File: config.mk
export PLATFORM = sky130hd
export DESIGN_NAME = bitty_trace_tx
export DESIGN_NICKNAME = d
export VERILOG_FILES = /design/src/rtl/bitty_trace_tx.sv
export SDC_FILE = /design/constraint.sdc
export NUM_CORES = 1
export LEC_CHECK = 0
export ABC_AREA = 1
export BUFFER_PORTS_ARGS = -buffer_cell sky130_fd_sc_hd__buf_2
export CAP_MARGIN = 20
export CELL_PAD_IN_SITES_DETAIL_PLACEMENT = 1
export CELL_PAD_IN_SITES_GLOBAL_PLACEMENT = 1
export CORE_MARGIN = 8
export CORE_UTILIZATION = 30
export CTS_CLUSTER_SIZE = 24
export DETAILED_ROUTE_END_ITERATION = 10
export PLACE_DENSITY = 0.62
export SYNTH_ARGS = -nofsm -noshare
export SYNTH_HDL_FRONTEND = slang
export SYNTH_SLANG_ARGS = --single-unit
File: constraint.sdc
create_clock -name clk -period 4.8 [get_ports clk]
set_clock_uncertainty 0.2 [all_clocks]
set_input_delay 0.96 -clock clk [delete_from_list [all_inputs] [get_ports clk]]
set_output_delay 0.96 -clock clk [all_outputs]
set_load 0.02 [all_outputs]
File: src/rtl/bitty_trace_tx.sv
// bitty_trace_tx: queues {instr, d_out} records on core done strobes
// and streams each one out of a UART pin as an A5-led 5-byte frame.
module bitty_trace_tx #(
    parameter int CLKS_PER_BIT = 868,
    parameter int FIFO_DEPTH   = 8,
    parameter int CNT_W        = 4
) (
    input  logic             clk,
    input  logic             reset,
    input  logic             done,
    input  logic [15:0]      instr,
    input  logic [15:0]      d_out,
    input  logic             tx_en,
    output logic             tx,
    output logic             busy,
    output logic             overflow,
    output logic [CNT_W-1:0] fifo_count
);
    localparam int PTR_W = $clog2(FIFO_DEPTH);
    localparam int CW    = $clog2(CLKS_PER_BIT);
    localparam logic [CW-1:0]    BIT_LAST = CW'(CLKS_PER_BIT - 1);
    localparam logic [CNT_W-1:0] FULL_CNT = CNT_W'(FIFO_DEPTH);

    typedef enum logic [1:0] {IDLE, START, DATA, STOP} state_t;

    state_t           state, state_n;
    logic [31:0]      mem [FIFO_DEPTH];
    logic [PTR_W-1:0] wr_ptr, rd_ptr;
    logic [CNT_W-1:0] count_n;
    logic [CW-1:0]    clk_cnt, clk_cnt_n;
    logic [2:0]       bit_idx, bit_idx_n;
    logic [2:0]       byte_idx, byte_idx_n;
    logic [31:0]      rec, rec_n;
    logic [7:0]       cur_byte;
    logic             tx_n, busy_n;
    logic             push_req, push, pop, full, bit_end;

    assign push_req = done & tx_en;
    assign full     = (fifo_count == FULL_CNT);
    assign pop      = (state == IDLE) & (fifo_count != '0);
    // A full FIFO still takes the push when the head leaves on this edge
    assign push     = push_req & (~full | pop);
    assign bit_end  = (clk_cnt == BIT_LAST);

    // Select the frame byte being shifted out
    always_comb begin
        case (byte_idx)
            3'd0:    cur_byte = 8'hA5;
            3'd1:    cur_byte = rec[31:24];
            3'd2:    cur_byte = rec[23:16];
            3'd3:    cur_byte = rec[15:8];
            3'd4:    cur_byte = rec[7:0];
            default: cur_byte = 8'hFF;
        endcase
    end

    // Next FIFO occupancy
    always_comb begin
        count_n = fifo_count;
        if (push & ~pop)
            count_n = fifo_count + 1'b1;
        else if (pop & ~push)
            count_n = fifo_count - 1'b1;
    end

    // Serialiser next-state and next registered outputs
    always_comb begin
        state_n    = state;
        clk_cnt_n  = clk_cnt + 1'b1;
        bit_idx_n  = bit_idx;
        byte_idx_n = byte_idx;
        rec_n      = rec;
        tx_n       = 1'b1;
        case (state)
            IDLE: begin
                clk_cnt_n = '0;
                if (pop) begin
                    state_n    = START;
                    rec_n      = mem[rd_ptr];
                    byte_idx_n = '0;
                    tx_n       = 1'b0;
                end
            end
            START: begin
                tx_n = 1'b0;
                if (bit_end) begin
                    state_n   = DATA;
                    clk_cnt_n = '0;
                    bit_idx_n = '0;
                    tx_n      = cur_byte[0];
                end
            end
            DATA: begin
                tx_n = cur_byte[bit_idx];
                if (bit_end) begin
                    clk_cnt_n = '0;
                    if (bit_idx == 3'd7) begin
                        state_n = STOP;
                        tx_n    = 1'b1;
                    end else begin
                        bit_idx_n = bit_idx + 3'd1;
                        tx_n      = cur_byte[bit_idx_n];
                    end
                end
            end
            STOP: begin
                if (bit_end) begin
                    clk_cnt_n = '0;
                    if (byte_idx == 3'd4) begin
                        state_n = IDLE;
                    end else begin
                        byte_idx_n = byte_idx + 3'd1;
                        state_n    = START;
                        tx_n       = 1'b0;
                    end
                end
            end
            default: state_n = IDLE;
        endcase
        busy_n = (state_n != IDLE) | (count_n != '0);
    end

    // Record storage; contents need no reset
    always_ff @(posedge clk) begin
        if (push & ~reset)
            mem[wr_ptr] <= {instr, d_out};
    end

    // State, counters, pointers and registered outputs
    always_ff @(posedge clk) begin
        if (reset) begin
            state      <= IDLE;
            clk_cnt    <= '0;
            bit_idx    <= '0;
            byte_idx   <= '0;
            rec        <= '0;
            tx         <= 1'b1;
            busy       <= 1'b0;
            overflow   <= 1'b0;
            fifo_count <= '0;
            wr_ptr     <= '0;
            rd_ptr     <= '0;
        end else begin
            state      <= state_n;
            clk_cnt    <= clk_cnt_n;
            bit_idx    <= bit_idx_n;
            byte_idx   <= byte_idx_n;
            rec        <= rec_n;
            tx         <= tx_n;
            busy       <= busy_n;
            overflow   <= overflow | (push_req & ~push);
            fifo_count <= count_n;
            wr_ptr     <= wr_ptr + PTR_W'(push);
            rd_ptr     <= rd_ptr + PTR_W'(pop);
        end
    end
endmodule

* After elaboration in Yosys (flattened, before gate mapping)
Memory sizes are Yosys's and may differ from the RTL's. A register that Yosys moved wholly into a read port is not among the register bits.
Index checks and enable logic that the tools add are counted.
** Operators by class
- $add $sub $neg :: 7
- Magnitude comparators :: 2
- Equality and inequality tests :: 16
- Muxes and demuxes :: 33
- Bitwise operators :: 14
- Reduce and logical (&&, ||, !) cells :: 11
** Operator list (number)
- $pmux W8 S5 :: 1
- $pmux W10 S2 :: 1
- $mux W3 :: 6
- $ne A2 B2 Y1 const B :: 6
- $pmux W3 S2 :: 2
- $mux W1 :: 11
- $add A10 B1 Y10 const B :: 1
- $eq A10 B10 Y1 const B :: 1
- $mux W10 :: 1
- $mux W2 :: 5
- $lt A3 B4 Y1 const B :: 2
- $mux W4 :: 2
- $pmux W2 S4 :: 1
- $reduce_and A4 Y1 :: 2
- $reduce_bool A4 Y1 :: 2
- $and A1 B1 Y1 :: 7
- $add A3 B1 Y3 :: 2
- $add A3 B1 Y3 const B :: 2
- $bmux W1 S3 :: 2
- $eq A3 B2 Y1 const B :: 2
- $eq A3 B3 Y1 const B :: 2
- $reduce_bool A2 Y1 :: 3
- $add A4 B1 Y4 const B :: 1
- $eq A2 B2 Y1 const B :: 2
- 11 further kinds :: 16
** Storage, ports and cells
- Register bits :: 31
- RAM bits :: 256
- Bits of input ports :: 36
- Output and inout bits :: 7
- Word-level logic and storage cells :: 94
- Memories :: 1
** Memory list
- mem :: words 8, width 32, rd ports 1, clocked after Yosys merged registers in 1, write ports 1, RTL line 27 : logic [31:0] mem [FIFO_DEPTH];

* Logic depth before layout (Yosys ltp)
Gate-level depths: netlist of run 1.
- Word-level depth :: 10
- Mapped depth :: 16
- Mapped depth without buffers :: 14

* Worst setup path before layout of run 1
No wires, ideal clock.
- Path kind :: input port to flip-flop
- Start :: in reset
- End :: mem mem[0][0] (enable)
- Setup time :: 0.421 ns
- Arrival :: 2.873 ns
- Data required time :: 4.179 ns
- Slack :: 1.306 ns
- Cell stages on the path :: 4
- Buffers on the path :: 1
- Cell sequence :: clkbuf_1 -> nor3_1 -> nand2_1 -> nor2_1
** On the way
- Word-level cells in the longest chain between the ends :: 4
** RTL lines
- start, declared :: RTL line 9 : input logic reset,
- $not A1 Y1 :: RTL line 125 : if (push & ~reset)
- $and A1 B1 Y1 :: RTL line 125
- $mux W1 :: RTL line 125
- $mux W1 (implied by the code) :: RTL line 126 : mem[wr_ptr] <= {instr, d_out};
- end, declared :: RTL line 27
No other way between the ends.

* Final worst setup path of run 1
- Start :: reg fifo_count[0]
- End :: mem mem[2][2] (enable)
** On the way
- Word-level cells in the longest chain between the ends :: 7
- Elaborated cells between the ends (all ways) :: 9
- Classes of those cells :: 1 x eq/ne; 2 x mux; 5 x bitwise; 1 x reduce/logical
** RTL lines
- start, declared :: RTL line 17 : output logic [CNT_W-1:0] fifo_count
- start signal, assigned :: RTL line 152 : fifo_count <= count_n;
- $reduce_bool A4 Y1 / $eq A4 B4 Y1 (equally long branches) :: RTL line 40, 39
- $and A1 B1 Y1 / $not A1 Y1 (equally long branches) :: RTL line 40, 42
- $or A1 B1 Y1 (*) :: RTL line 42 : assign push = push_req & (~full | pop);
- $and A1 B1 Y1 (*) :: RTL line 42
- $and A1 B1 Y1 (*) :: RTL line 125
- $mux W1 (*) :: RTL line 125
- $mux W1 (implied by the code) (*) :: RTL line 126
Every way passes the cells marked *; elsewhere a longest branch is shown, timed or not.

==> run metrics, run 1 <==
Slew headroom 0.3136; drt first pass iters 4; vias in the first global route 8703; # port buffers 42; Mapped Nets roughly 1.1k; count of hold-fix buffers inserted at cts 0; startpoint types flip-flop; Die Wd 225.5 um; clock power share 0.349; Main synth FF type edfxtp_1; Hold EP clk_cnt[0]$_SDFF_PP0_; FMAX between 0.3 and 0.4 GHz; largest net degree at the start of global routing 66; synthesized area ~13000 um2; max-slew violations 0; Hold Crit Class reg2reg; CTS Root Cell clkbuf_16; post-DR wirelength/cell about 18 um; combinational fraction of design power 0.233; R2R Path End mem[2][2]$_DFFE_PP_; clock-pin slew on the worst setup and hold paths 60 ps; die area 50850 um2; nets 1173; fill count approximately 4.7k; setup bufs post-CTS 0; # IOs 43; CTS Buffer Depth 3; syn avg cell area ~12 um2; Hold Fails Final Rpt 0; clk sinks about 320; total routed wirelength about 32000 um; switching power approximately 2500 uW; DRT iter0 DRCs ~510; Cell Pwr Density 520.7 nW/um2; layout cells sized above 1 0.1305; reg-to-reg startpoint fifo_count[0]$_SDFF_PP0_; maxcap violations 0; Worst-Margin Slew 1028 ps; outcome completed; commonest non-fill, non-tap cells in the layout edfxtp_1 (256), o21ai_0 (145), a21oi_1 (112); Final Setup Violations 0; vias per cell approximately 4.7; CTS tree built; register area share after synthesis 0.6797; area of placed instances around 14000 um2; Placer Congestion approximately 0.72; commonest non-fill, non-tap cell in the layout edfxtp_1; Num CTS Buffers 36; worst r2r path cells 10; Sum Neg Setup Slack 0 ps; H-tree depth 2; first-pass GRT wire length 49890 um; Worst EP arrival roughly 3200 ps; # diodes 0; number of remaining DRC errors 0; antenna viol nets, final 0; post-synthesis cell type count 34; Crit Path Class reg2reg; crit path time final roughly 3100 ps; cts repair resizes 0; Critical Path End Type flip-flop; RSZ-0062 raised after global routing false; #FFs+latches synth roughly 320; Skew-Pair Late Insertion Delay between 500 and 600 ps; num rows 76; Post-synth EDFFs between 200 and 300; Internal around 5400 uW; Overflow after GRT 0; Worst VDD drop 0.5541 mV; WHS Path Cells 1; effective utilization at floorplan 0.3050; Layout area overhead 15.76%; CP Max Fanout 20; via count between 8k and 9k; initial antenna violation count 2; cell count after synthesis roughly 1.1k; gr usage total 0.1253; Sw Share 0.3150; post-route cell area approximately 15000 um2; core outline area roughly 43000 um2; DP Wirelength about 20000 um; Reg power frac 0.418; Crit path required time a little under 5000 ps; Die Height approximately 230 um; hold_sp clk_cnt[0]$_SDFF_PP0_; asr flop ratio synth 0; setup slack, reg-to-reg roughly 1700 ps; Ys Warns 0; Leakage Power 0.005298 uW; Total Power 7936 uW; Final Cycle Share 0.6525
per-stage QoR:
step	std cells	utilization	hold WS, ps	setup slack (ps)
final	1734	0.3530	256.9	1668
after global routing	1734	0.3530	296.9	1462
after CTS	1734	0.3530	264.3	1614
after detailed placement	1670	0.3253	256.0	1235
after global placement	1670	0.3253	225.0	1325
after floorplan	1085	-	217.9	1306
per-layer routing:
metal / vias to the layer above / wire, um / GRT usage
li1: 3971 / - / -
met1: 4082 / 14920 / 0.1633
met2: 100 / 15250 / 0.2131
met3: 51 / 1064 / 0.02199
met4: 2 / 603 / 0.03291
met5: - / 8 / 0
area by class of cell:
class                      count  area (um2)  share of cell area
sequential                   319        8954              0.5875
multi-input combinational    597        3558              0.2335
clock buffer                  49       991.0             0.06502
tap                          585       732.0             0.04803
inverter                     108       407.9             0.02676
timing repair buffer          61       390.4             0.02561
clock inverter                15       207.7             0.01363
synth_stat cells, drive strengths merged (14+ instances only):
cell,instances,area (um2)
nor2,48,207.7
ha,14,175.2
o21ai,168,848.3
edfxtp,256,7687
clkbuf,27,102.6
buf,34,209.0
nand2,72,282.8
inv,108,407.9
a21oi,112,560.5
o211ai,33,247.7
mux2i,64,640.6
nand3,59,340.3
dfxtp,63,1261
logic make-up (layout without fill, tap and decap cells):
| logic type | after synthesis | in the layout | share of synthesized area |
|---|---|---|---|
| mux | 64 | 64 | 0.04865 |
| flops | 319 | 319 | 0.6797 |
| buf+inv | 169 | 233 | 0.05464 |
| compound gates | 319 | 319 | 0.1291 |
| simple gates | 191 | 191 | 0.06861 |
| xor+xnor | 9 | 9 | 0.005986 |
| fa+ha+maj | 14 | 14 | 0.01330 |
flip-flops by register name, summed over array words and instances, names as in the netlist, 3 cells and up:
register,count
mem,256
rec,32
clk_cnt,10
fifo_count,4
bit_idx,3
byte_idx,3
rd_ptr,3
wr_ptr,3
power by group through the flow:
| stage | Combinational, uW | Clock [uW] | Sequential [uW] |
|---|---|---|---|
| finish | 1850 | 2770 | 3320 |
| global route | 2090 | 2960 | 3350 |
| CTS | 1880 | 2850 | 3320 |
| detailed placement | 1860 | 0 | 3380 |
| global placement | 1820 | 0 | 3370 |
| floorplan | 1380 | 0 | 3300 |
worst max-delay path, cell delays in order (launching register included):
cell and delay, ps:
dfxtp_1 410, inv_1 80, ha_1 210, inv_1 50, nor2_1 40, nand2_1 80
nor2_2 60, nor3_1 360, nand2_1 350, nor2_4 690, buf_4 300
worst max path at each step:
stage	cells past startpoint	to	slack [ps]	from
6_report	10	mem[2][2]$_DFFE_PP_	1670	fifo_count[0]$_SDFF_PP0_
5_1_grt	10	mem[2][14]$_DFFE_PP_	1460	fifo_count[0]$_SDFF_PP0_
4_1_cts	10	mem[2][12]$_DFFE_PP_	1610	fifo_count[0]$_SDFF_PP0_
3_5_place_dp	5	mem[2][30]$_DFFE_PP_	1230	reset
3_3_place_gp	5	mem[2][29]$_DFFE_PP_	1320	reset
2_1_floorplan	4	mem[0][0]$_DFFE_PP_	1310	reset
Note: power is estimated with default switching activity, not from simulation.
==> run 2: changes to the inputs <==
--- a/config.mk
+++ b/config.mk
@@ -14,7 +14,7 @@
 export CORE_UTILIZATION = 30
 export CTS_CLUSTER_SIZE = 24
 export DETAILED_ROUTE_END_ITERATION = 10
-export PLACE_DENSITY = 0.62
+export PLACE_DENSITY = 0.64
 export SYNTH_ARGS = -nofsm -noshare
 export SYNTH_HDL_FRONTEND = slang
 export SYNTH_SLANG_ARGS = --single-unit
==> constraint.sdc (replaced) <==
create_clock -name clk -period 2.7 [get_ports clk]
set_clock_uncertainty 0.2 [all_clocks]
set_input_delay 0.54 -clock clk [delete_from_list [all_inputs] [get_ports clk]]
set_output_delay 0.54 -clock clk [all_outputs]
set_load 0.02 [all_outputs]
==> run 2 against run 1 <==
Against the previous run: clock power grew 79%; critical path depth grew 2; global-route usage grew 0.31 points; non-clock buffer count grew 20; worst setup slack lost 1400 ps; maximum frequency grew 28%; sequential power grew 77%; critical path type unchanged; utilization grew 0.69 points; final cell count grew 1.4%; combinational power grew 85%; register-to-register slack lost 1400 ps.
==> run metrics, run 2 (synthesis results as in run 1) <==
outcome completed (unchanged); Skew-Pair Late Insertion Delay 540 ps (was 530 ps); Die Height 225.5 um (unchanged); DR WL met2 16060 um (was 15250 um); commonest non-fill, non-tap cell in the layout edfxtp_1 (unchanged); num rows 76 (unchanged); CTS tree built (unchanged); drt first pass iters 4 (unchanged); Largest register FFs 256 (unchanged); Worst Slack Setup Final 257.4 ps (was 1668 ps); die area 50850 um2 (unchanged); nets 1194 (was 1173); CP Cell Sequence inv_1 > ha_1 > inv_1 > nor2_1 > nand2_1 > nor2_2 > nor3_1 > buf_4 > nand2_1 > buf_4 > nor2_4 > buf_4 (was inv_1 > ha_1 > inv_1 > nor2_1 > nand2_1 > nor2_2 > nor3_1 > nand2_1 > nor2_4 > buf_4); placed cell count 1690 (was 1670); gr usage total 0.1284 (was 0.1253); via count 8298 (was 8206); CP Max Fanout 10 (was 20); Critical Path End Type flip-flop (unchanged); CTS Root Cell clkbuf_16 (unchanged); Worst-Margin Slew 564.3 ps (was 1028 ps); Top Layer Used met4 (was met5); FMAX 0.4094 GHz (was 0.3193 GHz); number of remaining DRC errors 0 (unchanged); setup slack at placement 277.2 ps (was 1235 ps); startpoint types flip-flop (unchanged); Num CTS Buffers 37 (was 36); Die Wd 225.5 um (unchanged); antenna viol nets, final 0 (unchanged); non-filler cells, final 1758 (was 1734); layout cells sized above 1 0.1500 (was 0.1305); maxcap violations 0 (unchanged); Worst VDD drop 0.6054 mV (was 0.5541 mV); # diodes 0 (unchanged); fill count 4641 (was 4726); effective utilization at floorplan 0.3050 (unchanged); routed wl met3 898 um (was 1064 um); Hold Fails Final Rpt 0 (unchanged); Final Setup Violations 0 (unchanged); CP dominant cell by count buf_4; Leakage Power 0.005442 uW (was 0.005298 uW); Crit Path Class reg2reg (unchanged); Top reg by flops mem (unchanged); H-tree depth 2 (unchanged); clk sinks 319 (unchanged); cts repair resizes 0 (unchanged); core outline area 43170 um2 (unchanged); Slew headroom 0.6233 (was 0.3136); commonest non-fill, non-tap cells in the layout edfxtp_1 (256), o21ai_0 (145), a21oi_1 (112) (unchanged); CP max stage delay 420 ps (was 690 ps); Final Cycle Share 0.9047 (was 0.6525); # port buffers 42 (unchanged); clock-pin slew on the worst setup and hold paths 60 ps (about the same); wl on met1 14060 um (was 14920 um); Hold Crit Class in2reg (was reg2reg); Cell Pwr Density 916.8 nW/um2 (was 520.7 nW/um2); crit path time final 2443 ps (was 3132 ps); vias in the first global route 8982 (was 8703); DRT iter0 DRCs 408 (was 512); largest net degree at the start of global routing 66 (unchanged); RSZ-0062 raised after global routing false (unchanged); Overflow after GRT 0 (unchanged); vias per cell 4.720 (was 4.732); post-DR wirelength/cell 18.26 um (was 18.36 um); total routed wirelength 32100 um (was 31840 um); count of hold-fix buffers inserted at cts 0 (unchanged); initial antenna violation count 0 (was 2); Slowest-stage cell, CP dfxtp_1 (was nor2_4); Crit path required time 2720 ps (was 4840 ps); max-slew violations 0 (unchanged); DP Wirelength 21380 um (was 19990 um); Layout area overhead 18.01% (was 15.76%); # IOs 43 (unchanged); Worst EP arrival 2470 ps (was 3170 ps); setup bufs post-CTS 0 (unchanged); first-pass GRT wire length 50980 um (was 49890 um); CTS Buffer Depth 3 (unchanged); largest registers mem: 256 flops, rec: 32 flops, clk_cnt: 10 flops (unchanged); Placer Congestion 0.7743 (was 0.7239)
-- run 2: cell types whose count changed in the layout (fill, tap and decap cells not counted), sizes merged --
cell | before | now
bufinv | 4 | 3
buf | 61 | 81
clkinvlp | 0 | 2
clkinv | 10 | 13
-- run 2: worst max-delay path: cells and delay by family, from the launching register on --
family	cells	cell delay, ps
buf+inv	5	740
fa+ha+maj	1	210
simple gates	6	560
flops	1	420
-- run 2: through the flow --
step | hold WS, ps | utilization | area, um2 | setup TNS [ps] | power [uW]
2_1_floorplan | 217.9 | - | 13190 | -31910 | 8320
3_3_place_gp | 235.0 | 0.3316 | 14320 | 0 | 9317
3_5_place_dp | 242.9 | 0.3316 | 14320 | 0 | 9428
4_1_cts | 53.01 | 0.3599 | 15540 | 0 | 14460
5_1_grt | 67.92 | 0.3599 | 15540 | 0 | 15070
6_report | 80.47 | 0.3599 | 15540 | 0 | 14240
-- run 2: path summary, 6_finish.rpt --
kind | start | endpoint | slack, ps | cells past startpoint
max | fifo_count[0]$_SDFF_PP0_ | mem[0][21]$_DFFE_PP_ | 260 | 12
min | d_out[6] | mem[6][6]$_DFFE_PP_ | 80 | 1
max reg2reg | fifo_count[0]$_SDFF_PP0_ | mem[0][21]$_DFFE_PP_ | 260 | 12
min reg2reg | clk_cnt[0]$_SDFF_PP0_ | clk_cnt[0]$_SDFF_PP0_ | 250 | 1
-- run 2: layout make-up --
type | instances | area, um2 | share of cell area
multi-input combinational | 597 | 3558 | 0.2290
timing repair buffer | 81 | 665.6 | 0.04284
tap | 585 | 732.0 | 0.04711
inverter | 108 | 407.9 | 0.02625
clock buffer | 49 | 1022 | 0.06579
sequential | 319 | 8954 | 0.5763
clock inverter | 19 | 197.7 | 0.01272
-- run 2: routing by layer --
layer  GRT usage  vias to the layer above
met2      0.2218                      110
met1      0.1587                     4103
met4     0.05493                        0
li1            -                     4018
met5           0                        -
met3     0.01835                       67
-- run 2: power by group --
group / leakage [uW] / switching (uW) / internal [uW]
combinational: 0.00202 / 2250 / 1170
sequential: 0.00283 / 264 / 5600
clock: 0.000592 / 1990 / 2970
total: 0.00544 / 4500 / 9750
